## src/rtl/arb_pkg.sv

```systemverilog
// rtl/arb_pkg.sv - shared widths, FSM state type and select decode for the 4-way arbiter
package arb_pkg;

  localparam int N_REQ = 4;
  localparam int SEL_W = 2;

  typedef enum logic {
    IDLE = 1'b0,
    BUSY = 1'b1
  } state_t;

  function automatic logic [N_REQ-1:0] onehot2(input logic [SEL_W-1:0] sel);
    return N_REQ'(1) << sel;
  endfunction

endpackage

```

## src/rtl/rr_pick4.sv

```systemverilog
// rtl/rr_pick4.sv - round-robin winner select: rotate by ptr, fixed priority, rotate back
module rr_pick4
  import arb_pkg::*;
(
  input  logic [N_REQ-1:0] req,
  input  logic [SEL_W-1:0] ptr,
  output logic [SEL_W-1:0] win,
  output logic             any
);

  logic [N_REQ-1:0] rot;
  logic [SEL_W-1:0] off;

  always_comb begin
    rot = '0;
    off = '0;
    // rot[0] is the requester at ptr, so the lowest set bit is the winner
    for (int k = 0; k < N_REQ; k++) begin
      rot[k] = req[SEL_W'(k) + ptr];
    end
    for (int k = N_REQ - 1; k >= 0; k--) begin
      if (rot[k]) off = SEL_W'(k);
    end
    win = off + ptr;
  end

  assign any = |req;

endmodule

```

## src/rtl/rr_mux_arbiter4.sv

```systemverilog
// rtl/rr_mux_arbiter4.sv - round-robin arbiter driving a 4:1 mux select, with done/timeout release
module rr_mux_arbiter4
  import arb_pkg::*;
#(
  parameter int HOLD_MAX = 16
) (
  input  logic             clk,
  input  logic             rst,
  input  logic [N_REQ-1:0] req,
  input  logic             done,
  output logic [N_REQ-1:0] gnt,
  output logic [SEL_W-1:0] sel,
  output logic             busy,
  output logic             timeout
);

  localparam int CNT_W = (HOLD_MAX > 0) ? $clog2(HOLD_MAX + 1) : 1;
  localparam logic [CNT_W-1:0] CNT_SAT = {CNT_W{1'b1}};
  localparam logic [CNT_W-1:0] CNT_LIM = CNT_W'((HOLD_MAX > 0) ? HOLD_MAX - 1 : 0);

  state_t           state, state_nxt;
  logic [SEL_W-1:0] ptr, ptr_nxt;
  logic [CNT_W-1:0] hold_cnt, cnt_nxt;
  logic [N_REQ-1:0] gnt_nxt;
  logic [SEL_W-1:0] sel_nxt;
  logic             timeout_nxt;
  logic [SEL_W-1:0] win;
  logic             any;
  logic             at_limit;
  logic             grant;

  rr_pick4 u_pick (
    .req (req),
    .ptr (ptr),
    .win (win),
    .any (any)
  );

  assign at_limit = (HOLD_MAX != 0) && (hold_cnt == CNT_LIM);

  always_comb begin
    state_nxt   = state;
    ptr_nxt     = ptr;
    cnt_nxt     = hold_cnt;
    gnt_nxt     = gnt;
    sel_nxt     = sel;
    timeout_nxt = 1'b0;
    grant       = 1'b0;
    case (state)
      IDLE: begin
        if (any) grant = 1'b1;
      end
      BUSY: begin
        if (hold_cnt != CNT_SAT) cnt_nxt = hold_cnt + 1'b1;
        if (done || at_limit) begin
          // a done that lands on the limit edge is an ordinary release
          timeout_nxt = at_limit && !done;
          if (any) begin
            grant = 1'b1;
          end else begin
            gnt_nxt   = '0;
            state_nxt = IDLE;
          end
        end
      end
      default: state_nxt = IDLE;
    endcase
    if (grant) begin
      gnt_nxt   = onehot2(win);
      sel_nxt   = win;
      ptr_nxt   = win + 1'b1;
      cnt_nxt   = '0;
      state_nxt = BUSY;
    end
  end

  always_ff @(posedge clk) begin
    if (rst) begin
      state    <= IDLE;
      ptr      <= '0;
      hold_cnt <= '0;
      gnt      <= '0;
      sel      <= '0;
      timeout  <= 1'b0;
    end else begin
      state    <= state_nxt;
      ptr      <= ptr_nxt;
      hold_cnt <= cnt_nxt;
      gnt      <= gnt_nxt;
      sel      <= sel_nxt;
      timeout  <= timeout_nxt;
    end
  end

  assign busy = (state == BUSY);

endmodule

```

## config.mk

```make
export PLATFORM = sky130hd
export DESIGN_NAME = rr_mux_arbiter4
export DESIGN_NICKNAME = d
export VERILOG_FILES = /design/src/rtl/arb_pkg.sv /design/src/rtl/rr_pick4.sv /design/src/rtl/rr_mux_arbiter4.sv
export SDC_FILE = /design/constraint.sdc
export NUM_CORES = 1
export LEC_CHECK = 0
export BUFFER_PORTS_ARGS = -buffer_cell sky130_fd_sc_hd__buf_2
export CAP_MARGIN = 25
export CELL_PAD_IN_SITES_DETAIL_PLACEMENT = 1
export CELL_PAD_IN_SITES_GLOBAL_PLACEMENT = 1
export CORE_UTILIZATION = 43
export DETAILED_ROUTE_END_ITERATION = 10
export PLACE_DENSITY_LB_ADDON = 0.05
export SYNTH_ARGS = -nofsm -noshare
export SYNTH_HDL_FRONTEND = slang
export SYNTH_HIERARCHICAL = 1
export SYNTH_SLANG_ARGS = --single-unit
```

## constraint.sdc

```tcl
create_clock -name clk -period 7.3 [get_ports clk]
set_clock_uncertainty 0.1 [all_clocks]
set_input_delay 2.19 -clock clk [delete_from_list [all_inputs] [get_ports clk]]
set_output_delay 2.19 -clock clk [all_outputs]
set_load 0.05 [all_outputs]
```

==> metrics.cfg <==
[power]
total_power_mw=0.288
sequentialPowerShare=0.377
vdd_ir_drop_max_uv=176
clkPwrFrac=0.166
p_leak_nw=0.420
p_comb_frac=0.457
power.switching_mw=0.126
powerDensity_mw_per_mm2=290
sw_frac_of_total=0.439
p_int_mw=0.162

[floorplanning]
dieArea_mm2=0.00224
fp-row-count=16
initial_core_util=0.455
coreArea_mm2=0.00194
die_y_um=47.3
ios=15
dieWidth_um=47.3

[synth]
synth_cells=99
yosysSeqAreaShare=0.340
synth-seq-cells=15
yosys_warnings=6
synth_cell_types=35
syn_area_per_cell_um2=8.92
syn-num-nets=114
synth_area_um2=883

[clocking]
cts_made_buffers=3
root_buffer=clkbuf_4
ctsHoldBuffers=0
cts.clk_slew.worst_paths_ns=0.08
post_cts_resized=0
htree_levels=1
clockBufferDepth=2
clk_latency_ns=0.28
cts_setup_buffers=0
clkSinkCount=15
cts_tree=built

[layout]
most-common-layout-cells=dfxtp_1 (15), buf_2 (14), a21oi_1 (10), nand3_1 (8), ha_1 (8)
seq_area_um2=300
diodes=0
areaGrowthSynthToFinish_pct=12.6
multiInputGateArea_um2=549
nets=129
fillers=258
drive_gt1_frac=0.221
layout_commonest_cell=dfxtp_1

[worst_hold_path]
holdCritPathClass=flip-flop to flip-flop
min_to=gnt[3]
hold_start=gnt[3]
hold_depth=2

[placed_design]
dpl.hpwl_um=1540
routabilityCongestion=0.751
io_buffers=14

[sta]
finalMaxSlewViolations=0
worst_pin_slew_ns=0.387
setup-tns-final_ns=0
max_freq_mhz=246
slew_headroom=0.742
finalCritPeriodShare=0.556
setup_viol=0
rsz0062_at_grt=false
hold_viol=0
period_minus_slack_ns=4.06

[critical_path]
worstSetupStartpointType=primary input
slowest_delay_ns=0.33
cp_num_buf_inv=2
arrival_ns=4.17
r2r_start=ptr[1]
crit_family=compound AO/OA/AOI/OAI gates
rr_endpoint=ptr[1]
crit_chain=buf_2 > nor2_1 > a2bb2oi_1 > o211ai_1 > o21a_1 > ha_1 > xnor2_1 > xnor2_1 > inv_1 > ha_1 > nand3_1 > a21oi_1
reg2reg_depth=11
worst-path-max-fanout=7
r2r_slack_ns=4.87
critPathKind=primary input to flip-flop
required_ns=7.41
slowest_stage=xnor2_1
endpoint_kind=flip-flop
cp_num_cells=12

[grt]
grt_first_pass_wirelength_um=3220
grt_start_max_net_pins=16
grt_antenna_before_repair=0
grt-ovfl-total=0
grt_pass1_vias=725
grt_use_total=0.207

[route]
drtPass1Iterations=3
drt-total-wl_um=1990
detail-route-antenna-nets=0
drc=0
drtIter0Drc=6
drt-wirelength-per-cell_um=14.2
vias=760
via_per_inst=5.43

[flow_run]
maxCapViolCount=0

[run_status]
outcome=finished clean

## worst max path at each step
stage,to,slack (ns),from
final,ptr[1],3.24,req[0]
after global routing,ptr[1],3.11,req[0]
after CTS,ptr[1],3.25,req[0]
after detailed placement,ptr[1],2.97,req[0]
after global placement,ptr[1],3.11,req[0]
after floorplan,ptr[1],3.38,req[0]
## synth_stat cells, drive strengths merged
master	instances	area, um2
dfxtp	15	300
a21oi	11	58.8
ha	8	100
nand3	8	40.0
nor2	7	28.8
o21ai	7	35.0
inv	4	15.0
nand2	4	15.0
nor3	4	20.0
buf	3	15.0
xnor2	3	26.3
mux2i	2	20.0
nand3b	2	15.0
nor2b	2	12.5
a2111oi	1	15.0
a211oi	1	12.5
a2bb2oi	1	8.76
a32oi	1	8.76
and2b	1	7.51
and3	1	6.26
clkbuf	1	3.75
mux2	1	15.0
nor3b	1	18.8
nor4	1	12.5
nor4bb	1	10.0
o211ai	1	7.51
o21a	1	7.51
o22ai	1	6.26
o2bb2ai	1	8.76
or2	1	6.26
or2b	1	8.76
or3b	1	8.76
xor2	1	8.76
## tightest hold or removal path, cell delays in order, from the launching register on
cell and delay [ns]:
dfxtp_1 0.32, o21ai_0 0.06, a21oi_1 0.06
## power groups by stage
| stage | logic (mW) | clock network, mW | registers, mW |
|---|---|---|---|
| 2_1_floorplan | 0.0700 | 0 | 0.141 |
| 3_3_place_gp | 0.127 | 0 | 0.109 |
| 3_5_place_dp | 0.133 | 0 | 0.111 |
| 4_1_cts | 0.133 | 0.0495 | 0.109 |
| 5_1_grt | 0.145 | 0.0531 | 0.111 |
| 6_report | 0.132 | 0.0477 | 0.109 |
## kinds of logic after synthesis
| group | after synthesis | synth area share |
|---|---|---|
| XOR/XNOR | 4 | 0.0397 |
| buffers and inverters | 8 | 0.0382 |
| flip-flops | 15 | 0.340 |
| AO/OA/AOI/OAI | 26 | 0.191 |
| multiplexers | 3 | 0.0397 |
| adder cells (fa/ha/maj) | 8 | 0.113 |
| AND/OR/NAND/NOR | 35 | 0.238 |
## per-layer routing
layer  track usage  wire (um)  vias up
li1              -          -      382
met2         0.334        965       10
met3        0.0462         54        2
met1         0.276        951      366
met4        0.0629         13        0
met5             0          0        -
## stage by stage
step	worst slack, ns	instance area [um2]	hold WS, ns	util	instances
final	3.24	995	0.383	0.512	140
after global routing	3.11	995	0.421	0.512	140
after CTS	3.25	995	0.389	0.512	140
after detailed placement	2.97	968	0.374	0.499	136
after global placement	3.11	968	0.359	0.499	136
after floorplan	3.38	883	0.350	-	99
## layout make-up
class,count,share of cell area
Sequential cell,15,0.302
Clock buffer,4,0.0264
Inverter,4,0.0151
Multi-Input combinational cell,76,0.552
Timing Repair Buffer,14,0.0704
Tap cell,27,0.0340
## registers in the layout (all words and copies together), names as in the netlist
register	flops
hold_cnt	5
gnt	4
ptr	2
sel	2
busy	1
timeout	1
Note: power is estimated with default switching activity, not from simulation.
